==> src/rtl/led_blink_ctrl.sv <==
// led_blink_ctrl: multi-channel LED sequencer.
// A shared prescaler emits a one-cycle tick every TICK_DIV cycles. Each channel
// runs independently in OFF, ON, BLINK or BURST mode and is configured through
// a single-cycle write port. BURST channels fall back to OFF after the
// programmed number of on/off cycles and flag completion on done.
module led_blink_ctrl #(
  parameter int          CH_NUM   = 4,
  parameter int          CH_W     = 2,
  parameter logic [24:0] TICK_DIV = 25'd25_000_000,
  parameter int          PER_W    = 8,
  parameter int          CNT_W    = 8
) (
  input  logic              sys_clk,
  input  logic              sys_rst_n,
  input  logic              cfg_wr,
  input  logic [CH_W-1:0]   cfg_ch,
  input  logic [1:0]        cfg_mode,
  input  logic [PER_W-1:0]  cfg_period,
  input  logic [CNT_W-1:0]  cfg_count,
  output logic [CH_NUM-1:0] led_out,
  output logic [CH_NUM-1:0] busy,
  output logic [CH_NUM-1:0] done
);

  typedef enum logic [1:0] {
    MODE_OFF   = 2'd0,
    MODE_ON    = 2'd1,
    MODE_BLINK = 2'd2,
    MODE_BURST = 2'd3
  } mode_t;

  localparam int                TCNT_W    = $clog2(TICK_DIV);
  localparam logic [TCNT_W-1:0] TICK_LAST = TCNT_W'(TICK_DIV - 25'd1);

  logic [TCNT_W-1:0] r_tick_cnt;
  logic              r_tick;
  logic              w_tick_wrap;

  // Zero period/count would never terminate; they are promoted to 1 on load.
  logic [PER_W-1:0]  w_per_ld;
  logic [CNT_W-1:0]  w_cnt_ld;
  mode_t             w_mode_ld;

  assign w_tick_wrap = (r_tick_cnt == TICK_LAST);
  assign w_per_ld    = (cfg_period == '0) ? PER_W'(1) : cfg_period;
  assign w_cnt_ld    = (cfg_count == '0) ? CNT_W'(1) : cfg_count;
  assign w_mode_ld   = mode_t'(cfg_mode);

  // Free-running prescaler; tick is registered so it lands the cycle after the wrap.
  always_ff @(posedge sys_clk or negedge sys_rst_n) begin
    if (!sys_rst_n) begin
      r_tick_cnt <= '0;
      r_tick     <= 1'b0;
    end else begin
      r_tick     <= w_tick_wrap;
      r_tick_cnt <= w_tick_wrap ? '0 : r_tick_cnt + 1'b1;
    end
  end

  for (genvar g = 0; g < CH_NUM; g++) begin : ch_g
    mode_t            r_mode;
    logic [PER_W-1:0] r_period;
    logic [PER_W-1:0] r_ph_cnt;
    logic [CNT_W-1:0] r_rem;
    logic             r_led;
    logic             r_busy;
    logic             r_done;
    logic             w_wr_hit;
    logic             w_run;
    logic             w_ph_end;

    // Channel indices beyond CH_NUM never match, so such writes are dropped.
    assign w_wr_hit = cfg_wr && (cfg_ch == CH_W'(g));
    assign w_run    = (r_mode == MODE_BLINK) || (r_mode == MODE_BURST);
    assign w_ph_end = (r_ph_cnt == r_period - 1'b1);

    // Per-channel sequencer: a write always beats a coincident tick on this channel.
    always_ff @(posedge sys_clk or negedge sys_rst_n) begin
      if (!sys_rst_n) begin
        r_mode   <= MODE_OFF;
        r_period <= '0;
        r_ph_cnt <= '0;
        r_rem    <= '0;
        r_led    <= 1'b0;
        r_busy   <= 1'b0;
        r_done   <= 1'b0;
      end else begin
        r_done <= 1'b0;
        if (w_wr_hit) begin
          r_mode   <= w_mode_ld;
          r_period <= w_per_ld;
          r_rem    <= w_cnt_ld;
          r_ph_cnt <= '0;
          r_led    <= (w_mode_ld != MODE_OFF);
          r_busy   <= (w_mode_ld == MODE_BLINK) || (w_mode_ld == MODE_BURST);
        end else if (r_tick && w_run) begin
          if (w_ph_end) begin
            r_ph_cnt <= '0;
            if ((r_mode == MODE_BURST) && r_led) begin
              // Falling edge of a burst cycle: count it, finish on the last one.
              r_led <= 1'b0;
              if (r_rem == CNT_W'(1)) begin
                r_mode <= MODE_OFF;
                r_busy <= 1'b0;
                r_done <= 1'b1;
              end else begin
                r_rem <= r_rem - 1'b1;
              end
            end else begin
              r_led <= ~r_led;
            end
          end else begin
            r_ph_cnt <= r_ph_cnt + 1'b1;
          end
        end
      end
    end

    assign led_out[g] = r_led;
    assign busy[g]    = r_busy;
    assign done[g]    = r_done;
  end

endmodule
==> config.mk <==
export PLATFORM = sky130hd
export DESIGN_NAME = led_blink_ctrl
export DESIGN_NICKNAME = d
export VERILOG_FILES = /design/src/rtl/led_blink_ctrl.sv
export SDC_FILE = /design/constraint.sdc
export NUM_CORES = 1
export LEC_CHECK = 0
export ABC_AREA = 1
export CORE_ASPECT_RATIO = 1.1
export CORE_UTILIZATION = 60
export CTS_CLUSTER_DIAMETER = 120
export DETAILED_ROUTE_END_ITERATION = 7
export GPL_TIMING_DRIVEN = 0
export HOLD_SLACK_MARGIN = 0.08
export PLACE_DENSITY = 0.83
export SETUP_SLACK_MARGIN = 0.2
export SLEW_MARGIN = 0
export SYNTH_ARGS = -nofsm -noshare
export SYNTH_HDL_FRONTEND = slang
export SYNTH_SLANG_ARGS = --single-unit
==> constraint.sdc <==
create_clock -name sys_clk -period 3.45 [get_ports sys_clk]
set_clock_uncertainty 0.2 [all_clocks]
set_input_delay 0.5175 -clock sys_clk [delete_from_list [all_inputs] [get_ports sys_clk]]
set_output_delay 0.5175 -clock sys_clk [all_outputs]
set_load 0.02 [all_outputs]
# Word level (Yosys, flattened, before mapping)
# Cells that the tools add are included.
# totals
elab_cells	233
input_bits	23
register_bits	142
out_inout_bits	12
# op_classes
add_sub_neg	13
bitwise_logic	4
eq_ne	26
n_reduce_logical	49
n_mux	111
# op_table
cell	n
8-bit two-way mux	34
8-bit by 1-bit subtractor with 8-bit output, second input constant	8
1-bit two-way mux	56
2-bit two-way mux	20
2-bit nonzero test	17
8-bit by 1-bit adder with 8-bit output, second input constant	4
8-bit by 1-bit equality test with 1-bit output, second input constant	4
8-bit equality test	4
4-bit AND reduction	8
25-bit by 1-bit adder with 25-bit output, second input constant	1
25-bit equality test, second input constant	1
25-bit two-way mux	1
2-bit equality test, second input constant	12
8-bit zero test	2
1-bit logical AND	12
2-bit inequality test, second input constant	4
2-bit AND reduction	4
1-bit logical OR	5
1-bit NOT	4
2-bit by 1-bit equality test with 1-bit output, second input constant	1
2-bit zero test	1

# Logic depth before layout (Yosys ltp)
# depth
word_depth	6
mapped_depth	15
mapped_depth_nobuf	15

# Worst setup path after synthesis
# No wires, ideal clock.
# synth_timing
kind	register -> register
startpoint	register ch_g[0].r_period[0]
endpoint	register ch_g[0].r_rem[7]
stages_incl_launch_ff	14
t_arrival_ns	1.628
setup_time_ns	0.117
setup_slack_ns	1.505
synth_period_minus_slack_ns	1.945
required_time_ns	3.133
path_buffers	0
cell_sequence	dfrtp_1 > inv_1 > ha_1 > nand2_1 > nor2_1 > nand2_1 > xor2_1 > nand2_1 > nor2_1 > nand2_1 > nand2_2 > nand3_2 > nand2_1 > nand2_1
# synth_via
elab_chain_len	4
# synth_lines
item	line_no	source
start, declared	62	logic [PER_W-1:0] r_period;
start signal, assigned	91	r_period <= w_per_ld;
8-bit by 1-bit subtractor with 8-bit output	75	assign w_ph_end = (r_ph_cnt == r_period - 1'b1);
8-bit equality test	75	
2-bit nonzero test (no line)	n/a	
4-bit AND reduction (no line)	n/a	
end signal, assigned	92	r_rem <= w_cnt_ld;
end signal, assigned	107	r_rem <= r_rem - 1'b1;
end, declared	64	logic [CNT_W-1:0] r_rem;
# No other way between the ends.
# A chain may end at the register's enable or synchronous reset.

# Worst setup path in the final report
# layout_timing
startpoint	register ch_g[3].r_period[0]
endpoint	register ch_g[3].r_rem[5]
# layout_via
elab_chain_len	4
# layout_lines
item	line_no
start, declared	62
start signal, assigned	91
8-bit by 1-bit subtractor with 8-bit output	75
8-bit equality test	75
2-bit nonzero test (no line)	n/a
4-bit AND reduction (no line)	n/a
end signal, assigned	92
end signal, assigned	107
end, declared	64
# No other way between the ends.

==> run summary <==
status = finished clean
Pre-antenna DRT Iters = 5
CP endpoint kind = flip-flop
Placer Congestion = 0.895
Worst Path Arrival = 2480 ps
post-layout net count = 1267
H-tree depth = 4
Post-Syn Area = 8670 sq um
Post-synth ARST share = 100%
initial antenna violation count = 0
maxcap violations = 0
Setup CP Type = reg -> reg
layout cells sized above 1 = 7.98%
Yosys reg bits = 142
Post-Route WL = 20.4 mm
initial drt markers = 516
Vias per Instance = 5.41
Setup WS pre-CTS = 698 ps
die width = 117 microns
met1 GRT Util = 38.5%
Slew HR = 59.7%
Clk Latency, worst-skew pair = 430 ps
fin crit period = 2370 ps
FP Rows = 45
worst hold path class = reg -> reg
register area share after synthesis = 41.0%
post-synthesis instance total = 1172
count leader, synth = nand2_1
dominant synthesized flop cell = dfrtp_1
top cells by area, synth = dfrtp_1 (41%), nand2_1 (16%), inv_1 (6.2%), xor2_1 (5.0%), o21ai_0 (4.5%)
cell mode on critical path = nand2_1
TritonCTS Buffers = 17
most frequent cells after synthesis = nand2_1 (359), inv_1 (143), dfrtp_1 (142)
initial core utilization = 62.1%
slowest stage delay, CP = 380 ps
total congestion overflow = 0
Pwr Total = 0.00477 W
CP startpoint kind = flip-flop
first-pass GRT wire length = 34.2 mm
busiest metal layer after global routing = met2
Routed Antenna Nets = 0
Die ar. = 14900 sq um
slew of the pin with the lowest slew margin = 599 ps
post-DP HPWL = 14.7 mm
clock tree sinks = 142
fillers = 1128
synthesis-to-finish area growth = 14.0%
Synth cell types = 42
Core Region = 14000 sq um
Vias = 7731
largest net degree at the start of global routing = 91
deepest clock path buffer count = 2
fmax = 423 MHz
TNS Setup = 0 ps
GR Layer Usage met2 = 50.1%
data required time at the worst endpoint = 3570 ps
Final Max Tran Viols = 0
Fin. Hold Viols = 0
Clock Tree Root = clkbuf_16
clock-pin slew on the worst setup and hold paths = 60 ps
P_leak = 5.09 nW
WP buf/inv = 2
Routed WL per cell = 14.3 microns
Buffers on Ports = 34
YS warnings = 0
number of synthesized flops with an enable pin = 0
VDD IR-drop max = 362 uV
ant diodes = 0
GR Util met3 = 5.86%
CP top delay family = simple AND/OR/NAND/NOR gates
GRT Total Usage = 29.8%
DRC = 0
Synth Area per Inst = 7.40 sq um
io pins = 35
crit path max-delay cell type = dfrtp_1
unrepaired setup endpoints after global routing = no
post-CTS setup buffers = 0
syn_nets = 1212
Final setup viols = 0
CP Cell Sequence = inv_1 -> ha_1 -> inv_1 -> nand2_1 -> nand3_1 -> nand2_1 -> nand2_1 -> nor2_1 -> nand2_1 -> nor2_2 -> nand2_1 -> nand2_2 -> nand3_2 -> nand2_1 -> nand2_1
vias in the first global route = 7218
Crit Path Max Fanout = 8
Final Util = 70.8%
PnR worst setup slack = 1080 ps
CTS tree = yes
PwrDens = 483 nW/um^2
Die Ht = 128 microns
Synth top area share = 41.0%
Final Cycle Share = 68.6%
Yosys top cell by area = dfrtp_1
[tightest hold or removal path: stages (launching register included)]
cell and delay, ps:
dfrtp_1 340, nand2_1 50, nand2_1 50
[final timing paths]
path	startpoint	endpoint	slack (ps)	cells after the start
min in group asynchronous	sys_rst_n	ch_g[2].r_ph_cnt[0]	410	2
max reg2reg	ch_g[3].r_period[0]	ch_g[3].r_rem[5]	1080	15
max in group asynchronous	sys_rst_n	ch_g[0].r_rem[7]	1840	3
max	ch_g[3].r_period[0]	ch_g[3].r_rem[5]	1080	15
min reg2reg	ch_g[3].r_rem[6]	ch_g[3].r_rem[6]	270	2
min	ch_g[3].r_rem[6]	ch_g[3].r_rem[6]	270	2
[layer usage]
metal	vias to the layer above	routed length, microns
met5	-	0
met4	0	393
met3	31	1030
met2	181	9970
met1	3635	9040
li1	3884	-
[power by group]
| group | internal (W) | switching [W] |
|---|---|---|
| sequential | 0.00182 | 0.000153 |
| clock | 0.00113 | 0.000736 |
| combinational | 0.000379 | 0.000548 |
| total | 0.00333 | 0.00144 |
[per-stage QoR]
stage	cell area [sq um]	hold slack (ps)	std cells
after detailed placement	9270	261	1395
after CTS	9880	274	1428
after floorplan	8670	21.9	1172
after global placement	9240	255	1394
after global routing	9880	289	1428
final	9880	273	1428
[layout by cell type (no fill, tap or decap), types with 10 or more instances in the layout]
| cell type | netlist | final |
|---|---|---|
| xnor2_1 | 22 | 22 |
| o22ai_1 | 13 | 13 |
| inv_1 | 143 | 143 |
| nand3_1 | 75 | 75 |
| nand3b_1 | 10 | 10 |
| clkdlybuf4s50_1 | 0 | 33 |
| nor2_1 | 88 | 88 |
| a21oi_1 | 11 | 11 |
| dfrtp_1 | 142 | 142 |
| nor3_1 | 11 | 11 |
| nand4_1 | 54 | 54 |
| buf_4 | 13 | 13 |
| clkbuf_16 | 0 | 17 |
| ha_1 | 17 | 17 |
| xor2_1 | 49 | 49 |
| o21ai_0 | 78 | 78 |
| nand2_1 | 359 | 359 |
| nor2_2 | 11 | 11 |
| clkbuf_1 | 11 | 12 |
[what timing repair did]
action                                 in CTS  in global routing
resized for setup                           0                  0
endpoints found under the hold margin      52                  0
hold buffers                                1                  0
[cells by family (layout without fill, tap and decap cells)]
group	after synthesis	after routing	synth area share, %
compound gates	116	116	7.33
flops	142	142	41.0
xor+xnor	71	71	7.17
simple gates	643	643	33.2
buf+inv	183	251	8.86
fa+ha+maj	17	17	2.45
[registers in the layout, summed over array words and instances (netlist names)]
name / cells
ch_g.r_done: 4
ch_g.r_led: 4
ch_g.r_mode: 8
ch_g.r_busy: 4
ch_g.r_rem: 32
r_tick_cnt: 25
r_tick: 1
ch_g.r_ph_cnt: 32
ch_g.r_period: 32
[area by class of cell]
type                    count  area (sq um)  share of cell area [%]
plain buffers              36           216                    2.19
clock buffers              18           429                    4.34
clock inverters            14           170                    1.72
inverters                 147           552                    5.58
multi-input cells         847          4350                    44.0
flip-flops and latches    142          3550                    36.0
well taps                 188           235                    2.38
repair buffers             36           379                    3.84
Note: power is estimated with default switching activity, not from simulation.
